===== src/rtl/fast_sr_aq_pkg.sv =====
// Shared word layout, FSM states and word builder for the fast shift-register acquisition core.
package fast_sr_aq_pkg;

    localparam int ID_MSB    = 31;
    localparam int ID_LSB    = 28;
    localparam int LAST_BIT  = 27;
    localparam int NBITS_MSB = 20;
    localparam int NBITS_LSB = 16;
    localparam int PAYLOAD_W = 16;
    localparam int CNT_W     = 5;
    localparam int WORD_W    = 32;

    typedef enum logic {IDLE, ACQ} state_t;

    function automatic logic [WORD_W-1:0] make_word(
        input logic [3:0]           id,
        input logic                 last,
        input logic [CNT_W-1:0]     nbits,
        input logic [PAYLOAD_W-1:0] payload
    );
        logic [WORD_W-1:0] w;
        w                       = '0;
        w[ID_MSB:ID_LSB]        = id;
        w[LAST_BIT]             = last;
        w[NBITS_MSB:NBITS_LSB]  = nbits;
        w[PAYLOAD_W-1:0]        = payload;
        return w;
    endfunction

endpackage


===== src/rtl/fast_sr_aq_fifo.sv =====
// Single-clock first-word fall-through buffer; a pop in the same cycle frees room for a push when full.
module fast_sr_aq_fifo #(
    parameter int DEPTH = 8,
    parameter int WIDTH = 32
) (
    input  logic                       clk,
    input  logic                       rst_n,
    input  logic                       wr,
    input  logic [WIDTH-1:0]           wdata,
    input  logic                       rd,
    output logic [WIDTH-1:0]           rdata,
    output logic                       full,
    output logic                       empty,
    output logic [$clog2(DEPTH):0]     count
);
    localparam int AW = $clog2(DEPTH);
    localparam logic [AW-1:0] PTR_ONE = 1;
    localparam logic [AW:0]   CNT_ONE = 1;
    localparam logic [AW:0]   CNT_MAX = (AW+1)'(DEPTH);

    logic [DEPTH-1:0][WIDTH-1:0] mem;
    logic [AW-1:0]               wr_ptr, rd_ptr;
    logic                        do_rd, do_wr;

    assign empty = (count == '0);
    assign full  = (count == CNT_MAX);
    assign do_rd = rd & ~empty;
    assign do_wr = wr & (~full | do_rd);
    assign rdata = mem[rd_ptr];

    always_ff @(posedge clk or negedge rst_n) begin
        if (!rst_n) begin
            mem    <= '0;
            wr_ptr <= '0;
            rd_ptr <= '0;
            count  <= '0;
        end else begin
            if (do_wr) begin
                mem[wr_ptr] <= wdata;
                wr_ptr      <= wr_ptr + PTR_ONE;
            end
            if (do_rd)
                rd_ptr <= rd_ptr + PTR_ONE;
            case ({do_wr, do_rd})
                2'b10:   count <= count + CNT_ONE;
                2'b01:   count <= count - CNT_ONE;
                default: count <= count;
            endcase
        end
    end

endmodule


===== src/rtl/fast_sr_aq_core.sv =====
// Samples the returned pixel shift-register stream, packs tagged 16-bit words and buffers them for the arbiter.
// Define FAST_SR_AQ_LOST_CNT_EN to build the saturating dropped-word counter on LOST_COUNT.
module fast_sr_aq_core
    import fast_sr_aq_pkg::*;
#(
    parameter logic [3:0] IDENTIFIER = 4'b0101,
    parameter int         DEPTH      = 8
) (
    input  logic        CLK,
    input  logic        RST_B,
    input  logic        EN,
    input  logic        SR_CLK_IN,
    input  logic        SR_DATA,
    input  logic        FRAME_END,
    input  logic        FIFO_READ,
    output logic        FIFO_EMPTY,
    output logic [31:0] FIFO_DATA,
    output logic [7:0]  LOST_COUNT
);
    state_t                 state;
    logic                   clk_q, clk_qq, data_q;
    logic [CNT_W-1:0]       cnt, nc;
    logic [PAYLOAD_W-1:0]   sr, ns;
    logic                   take;
    logic                   push_vld;
    logic [WORD_W-1:0]      push_word;
    logic                   full;
    logic [$clog2(DEPTH):0] fifo_count;

    always_ff @(posedge CLK or negedge RST_B) begin
        if (!RST_B) begin
            clk_q  <= 1'b0;
            clk_qq <= 1'b0;
            data_q <= 1'b0;
        end else begin
            clk_q  <= SR_CLK_IN;
            clk_qq <= clk_q;
            data_q <= SR_DATA;
        end
    end

    // Bits are placed left-aligned as they arrive, so a partial word needs no final shift.
    assign take = (state == ACQ) & EN & clk_q & ~clk_qq;
    assign nc   = cnt + CNT_W'(take);
    assign ns   = take ? (sr | (PAYLOAD_W'(data_q) << (4'd15 - cnt[3:0]))) : sr;

    always_ff @(posedge CLK or negedge RST_B) begin
        if (!RST_B) begin
            state     <= IDLE;
            cnt       <= '0;
            sr        <= '0;
            push_vld  <= 1'b0;
            push_word <= '0;
        end else begin
            push_vld <= 1'b0;
            case (state)
                IDLE: begin
                    cnt <= '0;
                    sr  <= '0;
                    if (EN)
                        state <= ACQ;
                end
                ACQ: begin
                    if (!EN) begin
                        // Falling enable: an edge in this cycle is dropped, only earlier bits flush.
                        if (cnt != '0) begin
                            push_vld  <= 1'b1;
                            push_word <= make_word(IDENTIFIER, 1'b1, cnt, sr);
                        end
                        cnt   <= '0;
                        sr    <= '0;
                        state <= IDLE;
                    end else if (FRAME_END || nc == CNT_W'(PAYLOAD_W)) begin
                        if (nc != '0) begin
                            push_vld  <= 1'b1;
                            push_word <= make_word(IDENTIFIER, FRAME_END, nc, ns);
                        end
                        cnt <= '0;
                        sr  <= '0;
                    end else begin
                        cnt <= nc;
                        sr  <= ns;
                    end
                end
                default: state <= IDLE;
            endcase
        end
    end

    fast_sr_aq_fifo #(.DEPTH(DEPTH), .WIDTH(WORD_W)) u_fifo (
        .clk   (CLK),
        .rst_n (RST_B),
        .wr    (push_vld),
        .wdata (push_word),
        .rd    (FIFO_READ),
        .rdata (FIFO_DATA),
        .full  (full),
        .empty (FIFO_EMPTY),
        .count (fifo_count)
    );

`ifdef FAST_SR_AQ_LOST_CNT_EN
    logic       drop;
    logic [7:0] lost_cnt;
    logic       count_unused;

    assign count_unused = ^fifo_count;
    assign drop         = push_vld & full & ~(FIFO_READ & ~FIFO_EMPTY);

    always_ff @(posedge CLK or negedge RST_B) begin
        if (!RST_B)
            lost_cnt <= '0;
        else if (drop && lost_cnt != 8'hFF)
            lost_cnt <= lost_cnt + 8'd1;
    end
    assign LOST_COUNT = lost_cnt;
`else
    logic fifo_unused;
    assign fifo_unused = ^{full, fifo_count};
    assign LOST_COUNT  = '0;
`endif

endmodule

===== config.mk =====
export PLATFORM = sky130hd
export DESIGN_NAME = fast_sr_aq_core
export DESIGN_NICKNAME = d
export VERILOG_FILES = /design/src/rtl/fast_sr_aq_pkg.sv /design/src/rtl/fast_sr_aq_fifo.sv /design/src/rtl/fast_sr_aq_core.sv
export SDC_FILE = /design/constraint.sdc
export NUM_CORES = 1
export LEC_CHECK = 0
export ABC_AREA = 1
export CORE_MARGIN = 2
export CORE_UTILIZATION = 44
export DETAILED_ROUTE_END_ITERATION = 8
export SYNTH_ARGS = -nofsm -noshare
export SYNTH_HDL_FRONTEND = slang
export SYNTH_SLANG_ARGS = --single-unit
export TNS_END_PERCENT = 20

===== constraint.sdc =====
create_clock -name CLK -period 2.9 [get_ports CLK]
set_input_delay 0.58 -clock CLK [delete_from_list [all_inputs] [get_ports CLK]]
set_output_delay 0.58 -clock CLK [all_outputs]
set_load 0.03 [all_outputs]

==> impl_metrics.yaml <==
worst_setup_path:
  critPathMaxStageDelay_ns: 0.51
  end_kind: "output port"
  reg2reg_depth: 11
  r2r_end: "u_fifo.count[3]$_DFFE_PN0P_"
  reg2reg_slack_ns: 0.63
  cp.required_ns: 2.32
  arrival_ns: 2.20
  crit_end: "FIFO_DATA[14]"
  worstSetupStartpoint: "u_fifo.rd_ptr[1]$_DFFE_PN0P_"
  path_cells: "buf_4 > buf_4 > o32ai_1 > nand2_1 > nand2_1 > buf_12"
  path_max_fanout: 26
  worst_path_max_delay_cell: "dfrtp_4"
  path_class: "reg2out"
  worstReg2RegStart: "u_fifo.count[0]$_DFFE_PN0P_"
  worst_setup_path_start_kind: "flop"
detailed_routing:
  routed_via_density: 5.16
  wl_per_cell_um: 16.2
  wl_met1_um: 13200
  firstDrtPassIters: 5
  wl_um: 26600
  vias: 8462
  ant_nets: 0
  met3WireLength_um: 950
  top_layer: "met4"
  drc: 0
  met2WireLength_um: 11900
  drt_iter0_markers: 646
final_layout:
  layout_common_cells: "314 x nand2_1, 241 x dfrtp_1, 163 x nor2_1, 114 x o21ai_1, 77 x o21ai_0"
  layout_commonest_cell: "nand2_1"
  finalNetCount: 1298
  num_antenna_cells: 0
  syn_to_final_growth_pct: 12.5
  fill_cells: 2491
  layout-drive-gt1-share_pct: 14.4
floorplanning:
  fp.coreArea_mm2: 0.0258
  die_w_um: 165
  die_area_mm2: 0.0273
  die_y_um: 165
  ios: 48
  start_util_pct: 44.3
  rows: 59
logic_synthesis:
  async_flop_share_pct: 100
  synthMuxAreaShare_pct: 0
  synthSimpleGateAreaFrac_pct: 20.0
  synthCells: 1271
  syn_area_per_cell_um2: 9.01
  synth_area_mm2: 0.0115
  synth-adder-area-share_pct: 0.940
  synth-warning-count: 0
  synth-compound-area-share_pct: 16.8
  synth_edf_count: 0
  ys_ff_latch: 243
  synth-xor-area-share_pct: 0.677
  seq_area_frac_synth_pct: 53.1
  synth_cell_types: 33
  synth-main-ff-cell: "dfrtp_1"
  synth_top_family_by_area: "simple AND/OR/NAND/NOR gates"
clock_network:
  cts_root_buffer: "clkbuf_16"
  hold_buffers: 0
  clkSinkCount: 243
  clk_pin_slew_ns: 0.06
  cts_buffers: 27
  clockBufferDepth: 3
  h-tree-depth: 1
  clock_latency_ns: 0.53
  cts_tree: "done"
sta:
  skew_ns: 0.0115
  final.period_utilization_pct: 95.7
  worst_pin_slew_ns: 0.849
  max_freq_mhz: 360
  fin_crit_ns: 2.78
  hold_viol: 0
  setup_viol: 0
  slew_viol_final: 0
  slew_headroom_pct: 43.3
  finalWorstSetupSlack_ns: 0.123
  rsz0062_at_grt: "no"
pwr:
  power.density_mw_per_mm2: 896
  leakagePower_nw: 5.85
  total_power_mw: 11.5
  vdd.ir_drop.worst_uv: 499
placed_design:
  place_congestion: 0.796
  post-place-ws_ns: -0.00499
  portBuffers: 31
  dp_hpwl_um: 16000
global_routing:
  grt_max_degree: 79
  grt_pass1_vias: 7949
  grt_antenna_before_repair: 0
  grt_pass1_wl_um: 43700
  grt-ovfl-total: 0
  grt_use_total_pct: 20.1
min_path:
  hold_path_class: "in2async"
flow_run:
  drv_cap: 0
run_status:
  outcome: "finished, final reports clean"
## stage by stage
step                 TNS, ns  cell area (um2)  std cells  utilization, %  hold WS, ns
global route               0            12900       1639            49.9       0.0621
global placement           0            11900       1586            46.1        0.388
CTS                        0            12800       1637            49.7       0.0478
floorplan                  0            11500       1286               -        0.284
finish                     0            12900       1639            49.9       0.0237
detailed placement  -0.00499            11900       1586            46.1        0.381
## cells in the mapped netlist (14+ instances only)
cell        n  area, um2
buf_2      22        110
buf_4      22        165
buf_6      29        327
clkbuf_1   22       82.6
dfrtp_1   243       6080
inv_1      64        240
nand2_1   314       1180
nand2_2    14       87.6
nand3_1    31        155
nor2_1    163        612
o21ai_0    77        385
o21ai_1   114        571
o21ai_2    50        438
o21bai_1   14        105
o32ai_1    46        403
## how the worst min path moves through the flow
stage                     from                     endpoint  slack, ns
2_1_floorplan            RST_B              clk_q$_DFF_PN0_       0.28
3_3_place_gp   clk_q$_DFF_PN0_             clk_qq$_DFF_PN0_       0.39
3_5_place_dp   clk_q$_DFF_PN0_             clk_qq$_DFF_PN0_       0.38
4_1_cts                  RST_B  u_fifo.count[0]$_DFFE_PN0P_       0.05
5_1_grt                  RST_B  u_fifo.mem[126]$_DFFE_PN0P_       0.06
6_report                 RST_B  u_fifo.count[0]$_DFFE_PN0P_       0.02
## power breakdown
part,switching (mW),internal [mW]
clock,1.36,2.09
combinational,2.72,1.51
sequential,0.228,3.63
## routing by layer
layer / global-route usage (%) / vias to the layer above
met5: 0 / -
met2: 30.9 / 138
li1: - / 4194
met3: 2.42 / 36
met1: 30.5 / 4094
met4: 4.98 / 0
## timing repair
action | CTS | global route
cloned | 0 | 0
setup buffers | 1 | 2
endpoints found under the setup margin | 20 | 18
pin swaps | 0 | 0
gates resized for setup | 10 | 6
## layout make-up
class / count / area, um2 / area share (%)
Sequential cell: 243 / 6090 / 47.2
Multi-Input combinational cell: 878 / 4470 / 34.7
Clock buffer: 38 / 797 / 6.19
Timing Repair Buffer: 65 / 724 / 5.62
Tap cell: 335 / 419 / 3.25
Inverter: 68 / 263 / 2.04
Clock inverter: 12 / 119 / 0.923
## critical path, delay by kind of cell (launching register included)
kind | cells | cell delay, ns
flip-flops | 1 | 0.51
buffers and inverters | 3 | 0.51
AO/OA/AOI/OAI | 1 | 0.35
AND/OR/NAND/NOR | 2 | 0.30
## sequential cells by signal (all words and copies together), names as in the netlist
register	flops
u_fifo.count	4
u_fifo.rd_ptr	3
state	1
clk_qq	1
sr	16
cnt	5
u_fifo.wr_ptr	3
clk_q	1
u_fifo.mem	184
data_q	1
push_vld	1
push_word	23
## kinds of logic after synthesis
kind of cell / after synthesis
adder cells (fa/ha/maj): 8
flip-flops: 243
AND/OR/NAND/NOR: 541
buffers and inverters: 165
XOR/XNOR: 8
other: 1
AO/OA/AOI/OAI: 305
Power figures use the tool's default switching activity.
